<file path="src/rtl/mem_commit_aligner.sv">
// mem_commit_aligner: buffers core memory-access records and re-emits each with its commit; MEM_ALIGN_BYPASS_EN enables same-cycle bypass at empty
module mem_commit_aligner #(
  parameter int DEPTH = 4,
  parameter int OCC_W = $clog2(DEPTH + 1)
) (
  input  logic             clock,
  input  logic             reset,
  input  logic             in_mem_read_valid,
  input  logic [31:0]      in_mem_read_addr,
  input  logic [5:0]       in_mem_read_memWidth,
  input  logic [31:0]      in_mem_read_data,
  input  logic             in_mem_write_valid,
  input  logic [31:0]      in_mem_write_addr,
  input  logic [5:0]       in_mem_write_memWidth,
  input  logic [31:0]      in_mem_write_data,
  input  logic             in_commit_valid,
  input  logic [31:0]      in_commit_inst,
  input  logic [31:0]      in_commit_pc,
  output logic             out_commit_valid,
  output logic [31:0]      out_commit_inst,
  output logic [31:0]      out_commit_pc,
  output logic             out_mem_read_valid,
  output logic [31:0]      out_mem_read_addr,
  output logic [5:0]       out_mem_read_memWidth,
  output logic [31:0]      out_mem_read_data,
  output logic             out_mem_write_valid,
  output logic [31:0]      out_mem_write_addr,
  output logic [5:0]       out_mem_write_memWidth,
  output logic [31:0]      out_mem_write_data,
  output logic [OCC_W-1:0] occupancy,
  output logic             err_underflow,
  output logic             err_overflow,
  output logic             err_protocol
);
  localparam int AW = $clog2(DEPTH);
  logic [70:0] mem_q [DEPTH];
  logic [AW-1:0] wr_ptr_q, wr_ptr_d, rd_ptr_q, rd_ptr_d;
  logic [OCC_W-1:0] occ_q, occ_d;
  logic [64:0] cm_q, cm_d;
  logic [70:0] rd_q, rd_d, wr_q, wr_d;
  logic und_q, und_d, ovf_q, ovf_d, prot_q, prot_d;
  logic is_ld, is_st, is_mem, push_req, empty, full, byp, pop, push, match, hit;
  logic [70:0] rec, head, src;
  assign is_ld    = in_commit_inst[6:0] == 7'b0000011;
  assign is_st    = in_commit_inst[6:0] == 7'b0100011;
  assign is_mem   = in_commit_valid & (is_ld | is_st);
  assign push_req = in_mem_read_valid ^ in_mem_write_valid;
  assign rec      = in_mem_write_valid ? {1'b1, in_mem_write_addr, in_mem_write_memWidth, in_mem_write_data}
                                       : {1'b0, in_mem_read_addr, in_mem_read_memWidth, in_mem_read_data};
  assign empty    = occ_q == '0;
  assign full     = occ_q == OCC_W'(DEPTH);
  assign head     = mem_q[rd_ptr_q];
`ifdef MEM_ALIGN_BYPASS_EN
  assign byp      = is_mem & empty & push_req & (in_mem_write_valid == is_st);
`else
  assign byp      = 1'b0;
`endif
  assign pop      = is_mem & ~empty;
  assign match    = head[70] == is_st;
  assign push     = push_req & ~byp & (~full | pop);
  assign hit      = byp | (pop & match);
  assign src      = byp ? rec : head;
  always_comb begin
    wr_ptr_d = push ? wr_ptr_q + AW'(1) : wr_ptr_q;
    rd_ptr_d = pop ? rd_ptr_q + AW'(1) : rd_ptr_q;
    occ_d    = occ_q + OCC_W'(push) - OCC_W'(pop);
    cm_d     = in_commit_valid ? {1'b1, in_commit_inst, in_commit_pc} : '0;
    rd_d     = (hit & is_ld) ? {1'b1, src[69:0]} : '0;
    wr_d     = (hit & is_st) ? {1'b1, src[69:0]} : '0;
    und_d    = und_q | (is_mem & empty & ~byp);
    ovf_d    = ovf_q | (push_req & ~byp & full & ~pop);
    prot_d   = prot_q | (in_mem_read_valid & in_mem_write_valid) | (pop & ~match);
  end
  always_ff @(posedge clock) begin
    if (reset) begin
      wr_ptr_q <= '0;
      rd_ptr_q <= '0;
      occ_q    <= '0;
      cm_q     <= '0;
      rd_q     <= '0;
      wr_q     <= '0;
      und_q    <= 1'b0;
      ovf_q    <= 1'b0;
      prot_q   <= 1'b0;
    end else begin
      wr_ptr_q <= wr_ptr_d;
      rd_ptr_q <= rd_ptr_d;
      occ_q    <= occ_d;
      cm_q     <= cm_d;
      rd_q     <= rd_d;
      wr_q     <= wr_d;
      und_q    <= und_d;
      ovf_q    <= ovf_d;
      prot_q   <= prot_d;
    end
  end
  always_ff @(posedge clock) begin
    if (!reset && push) mem_q[wr_ptr_q] <= rec;
  end
  assign {out_commit_valid, out_commit_inst, out_commit_pc} = cm_q;
  assign {out_mem_read_valid, out_mem_read_addr, out_mem_read_memWidth, out_mem_read_data} = rd_q;
  assign {out_mem_write_valid, out_mem_write_addr, out_mem_write_memWidth, out_mem_write_data} = wr_q;
  assign occupancy     = occ_q;
  assign err_underflow = und_q;
  assign err_overflow  = ovf_q;
  assign err_protocol  = prot_q;
endmodule

</file>
<file path="config.mk">
export PLATFORM = sky130hd
export DESIGN_NAME = mem_commit_aligner
export DESIGN_NICKNAME = d
export VERILOG_FILES = /design/src/rtl/mem_commit_aligner.sv
export SDC_FILE = /design/constraint.sdc
export NUM_CORES = 1
export LEC_CHECK = 0
export ABC_AREA = 1
export CAP_MARGIN = 25
export CORE_MARGIN = 4
export CORE_UTILIZATION = 49
export DETAILED_ROUTE_END_ITERATION = 12
export GPL_ROUTABILITY_DRIVEN = 1
export GPL_TIMING_DRIVEN = 0
export PLACE_DENSITY = 0.79
export SLEW_MARGIN = 10
export SYNTH_ARGS = -nofsm -noshare
export SYNTH_HDL_FRONTEND = slang
export SYNTH_SLANG_ARGS = --single-unit
</file>
<file path="constraint.sdc">
create_clock -name clock -period 7 [get_ports clock]
set_input_delay 1.4 -clock clock [delete_from_list [all_inputs] [get_ports clock]]
set_output_delay 1.4 -clock clock [all_outputs]
set_load 0.02 [all_outputs]
</file>
==> flow_metrics.tcl <==
set metrics [dict create \
    status "complete, no violations" \
    hold_viol_final 0 \
    slew_headroom_pct 41.9 \
    slew_violations 0 \
    core_um2 35600 \
    critPathArrivalTime_ns 4.05 \
    gp_congestion 0.841 \
    drtPass1Iterations 7 \
    leakage_uw 0.00902 \
    final_cells 2353 \
    avgSynthCellArea_um2 12.9 \
    antenna_cells 0 \
    die_area_um2 39100 \
    final_common_cell "clkdlybuf4s50_1" \
    wl_per_cell_um 19.3 \
    placedCellCount 2263 \
    vias 12000 \
    synth_warnings 0 \
    finalSetupTns_ns 0 \
    drc 0 \
    tritoncts "built" \
    hold_path.class "register to register" \
    syn_nets 1587 \
    cts_num_sinks 503 \
    finalClockSkew_ns 0.0139 \
    antenna_found_initial 1 \
    port_buffers 420 \
    htreeDepth 2 \
    post-cts-setup-buffers 0 \
    post-route-period-util_pct 54.1 \
    clk_pin_slew_ns 0.06 \
    wirelength_um 45400 \
    crit_fanout 21 \
    clock-root-buffer "clkbuf_16" \
    cts-resized-gates 0 \
    cts_buffer_depth 3 \
    intPower_uw 5110 \
    start_util_pct 49.6 \
    synth_area_um2 17600 \
    max_freq_mhz 264 \
    worst_pin_slew_ns 0.871 \
    switching_power_uw 1370 \
    period_needed_ns 3.78 \
    die_y_um 198 \
    clk_latency_ns 0.56 \
    pwr-share-seq_pct 50.8 \
    setup_viol 0 \
    place_area_um2 22700 \
    final_cell_mix "clkdlybuf4s50_1, nor2_1, edfxtp_1" \
    wl_met2_um 23100 \
    crit_required_ns 7.27 \
    grt_pass1_wl_um 67400 \
    worst_setup_path_start_kind "input port" \
    hold_buffers 0 \
    swShare_pct 21.2 \
    cts_made_buffers 49 \
    chipWidth_um 198 \
    drt-met1-wl_um 17300 \
    cp-end-kind "register" \
    rsz0062_at_grt "no" \
    ant_nets 0 \
    gr-total-overflow 0 \
    fin_area_um2 24400 \
    dr_wl_met3_um 3690 \
    grt_use_total_pct 22.3 \
    rows 69 \
    ys_types 27 \
    timing.reg2reg.setup_slack_ns 4.44 \
    grt_max_degree 26 \
    irDropWorstVdd_v 0.000192 \
    criticalPathCategory "input port to register" \
    maxCapViolCount 0 \
    yosysSeqAreaShare_pct 73.2 \
    first_global_vias 12200 \
    vias_per_cell 5.08 \
    power_density_nw_per_um2 266 \
    drt_iter0_markers 849 \
    fillers 2428 \
    area_delta_synth_final_pct 38.4 \
    p_comb_share_pct 8.1 \
    drive_gt1_share_pct 14.5 \
    dp_hpwl_um 31800 \
    synthCells 1370 \
    layout.nets 2070 \
    ys_ff_latch 503 \
    top_layer "met5" \
    p_clk_share_pct 41.1 \
    io_pins 422 \
]
cells by family (layout without fill, tap and decap cells):
| logic type | Yosys count | count (layout) | synth area share, % |
|---|---|---|---|
| adders and majority gates | 8 | 8 | 0.610 |
| muxes | 70 | 70 | 4.47 |
| AOI/OAI and AO/OA | 217 | 217 | 7.66 |
| xor gates and xnor gates | 2 | 2 | 0.0993 |
| DFF | 503 | 503 | 73.2 |
| and+or+nand+nor | 410 | 410 | 9.88 |
| buffers and inverters | 160 | 682 | 4.07 |
path summary, 6_finish.rpt:
path	endpoint	cells after the start	startpoint
worst max-delay path	mem_q[2][52]	9	in_commit_inst[0]
worst min-delay path	err_underflow	2	err_underflow
worst max register to register	wr_q[17]	9	register
worst min register to register	err_underflow	2	err_underflow
synth_stat cells:
cell type,instances,area share (%)
nor2_1,299,6.4
buf_2,20,0.57
nand3_1,9,0.26
inv_1,81,1.7
inv_4,1,0.035
nand2_1,27,0.57
nor2_2,70,2.5
a21oi_1,4,0.11
o22a_1,70,3.5
nand2_4,1,0.064
clkinv_1,1,0.021
a31oi_1,1,0.035
edfxtp_1,284,48
nand2_2,3,0.11
inv_2,2,0.043
buf_4,4,0.17
buf_1,2,0.043
fa_1,1,0.11
mux2_2,70,4.5
dfxtp_1,219,25
ha_1,7,0.50
o21ai_0,142,4.0
xnor2_1,1,0.050
clkbuf_1,39,0.83
xor2_1,1,0.050
buf_6,10,0.64
nor3_1,1,0.028
flip-flops by register name (all words and copies together), names as in the netlist, named ones only:
name and count:
err_overflow 1, rd_q 71, cm_q 65, mem_q 284, err_underflow 1, wr_q 71, occupancy 3, err_protocol 1
wr_ptr_q 2, rd_ptr_q 2
critical path: stages:
cell and delay, ns:
clkdlybuf4s50_1 0.56, nand2_1 0.10, nor2_2 0.18, nand2_1 0.14
nand2_1 0.19, nand3_1 0.33, nor2_4 0.65, buf_12 0.27
buf_16 0.19
metrics by stage:
stage / setup WS (ns) / total power [µW] / utilization [%] / hold slack [ns]
after floorplan: 1.51 / 3600 / - / 0.471
after global placement: -1.60 / 3850 / 63.0 / 0.465
after detailed placement: 2.64 / 3880 / 63.9 / 0.462
after CTS: 3.22 / 6520 / 68.6 / 0.498
after global routing: 3.02 / 6690 / 68.6 / 0.505
final: 3.22 / 6480 / 68.6 / 0.496
layout make-up:
| cell class | instances | area, µm² | share of cell area [%] |
|---|---|---|---|
| Sequential cell | 503 | 12900 | 52.9 |
| Tap cell | 461 | 577 | 2.36 |
| Multi-Input combinational cell | 707 | 4040 | 16.5 |
| Inverter | 85 | 322 | 1.32 |
| Clock inverter | 15 | 194 | 0.795 |
| Buffer | 75 | 397 | 1.63 |
| Timing Repair Buffer | 432 | 4500 | 18.4 |
| Clock buffer | 75 | 1470 | 6.01 |
routing by layer:
layer / vias to the layer above / global-route usage (%)
met5: - / 0
met2: 518 / 39.8
met4: 2 / 6.96
met3: 84 / 4.39
met1: 5705 / 27.5
li1: 5641 / -
power groups by stage:
| stage | registers, µW | logic, µW | clock network (µW) |
|---|---|---|---|
| finish | 3300 | 523 | 2670 |
| global route | 3300 | 564 | 2820 |
| CTS | 3300 | 526 | 2700 |
| detailed placement | 3360 | 522 | 0 |
| global placement | 3370 | 471 | 0 |
| floorplan | 3390 | 211 | 0 |
Note: power is estimated with default switching activity, not from simulation.
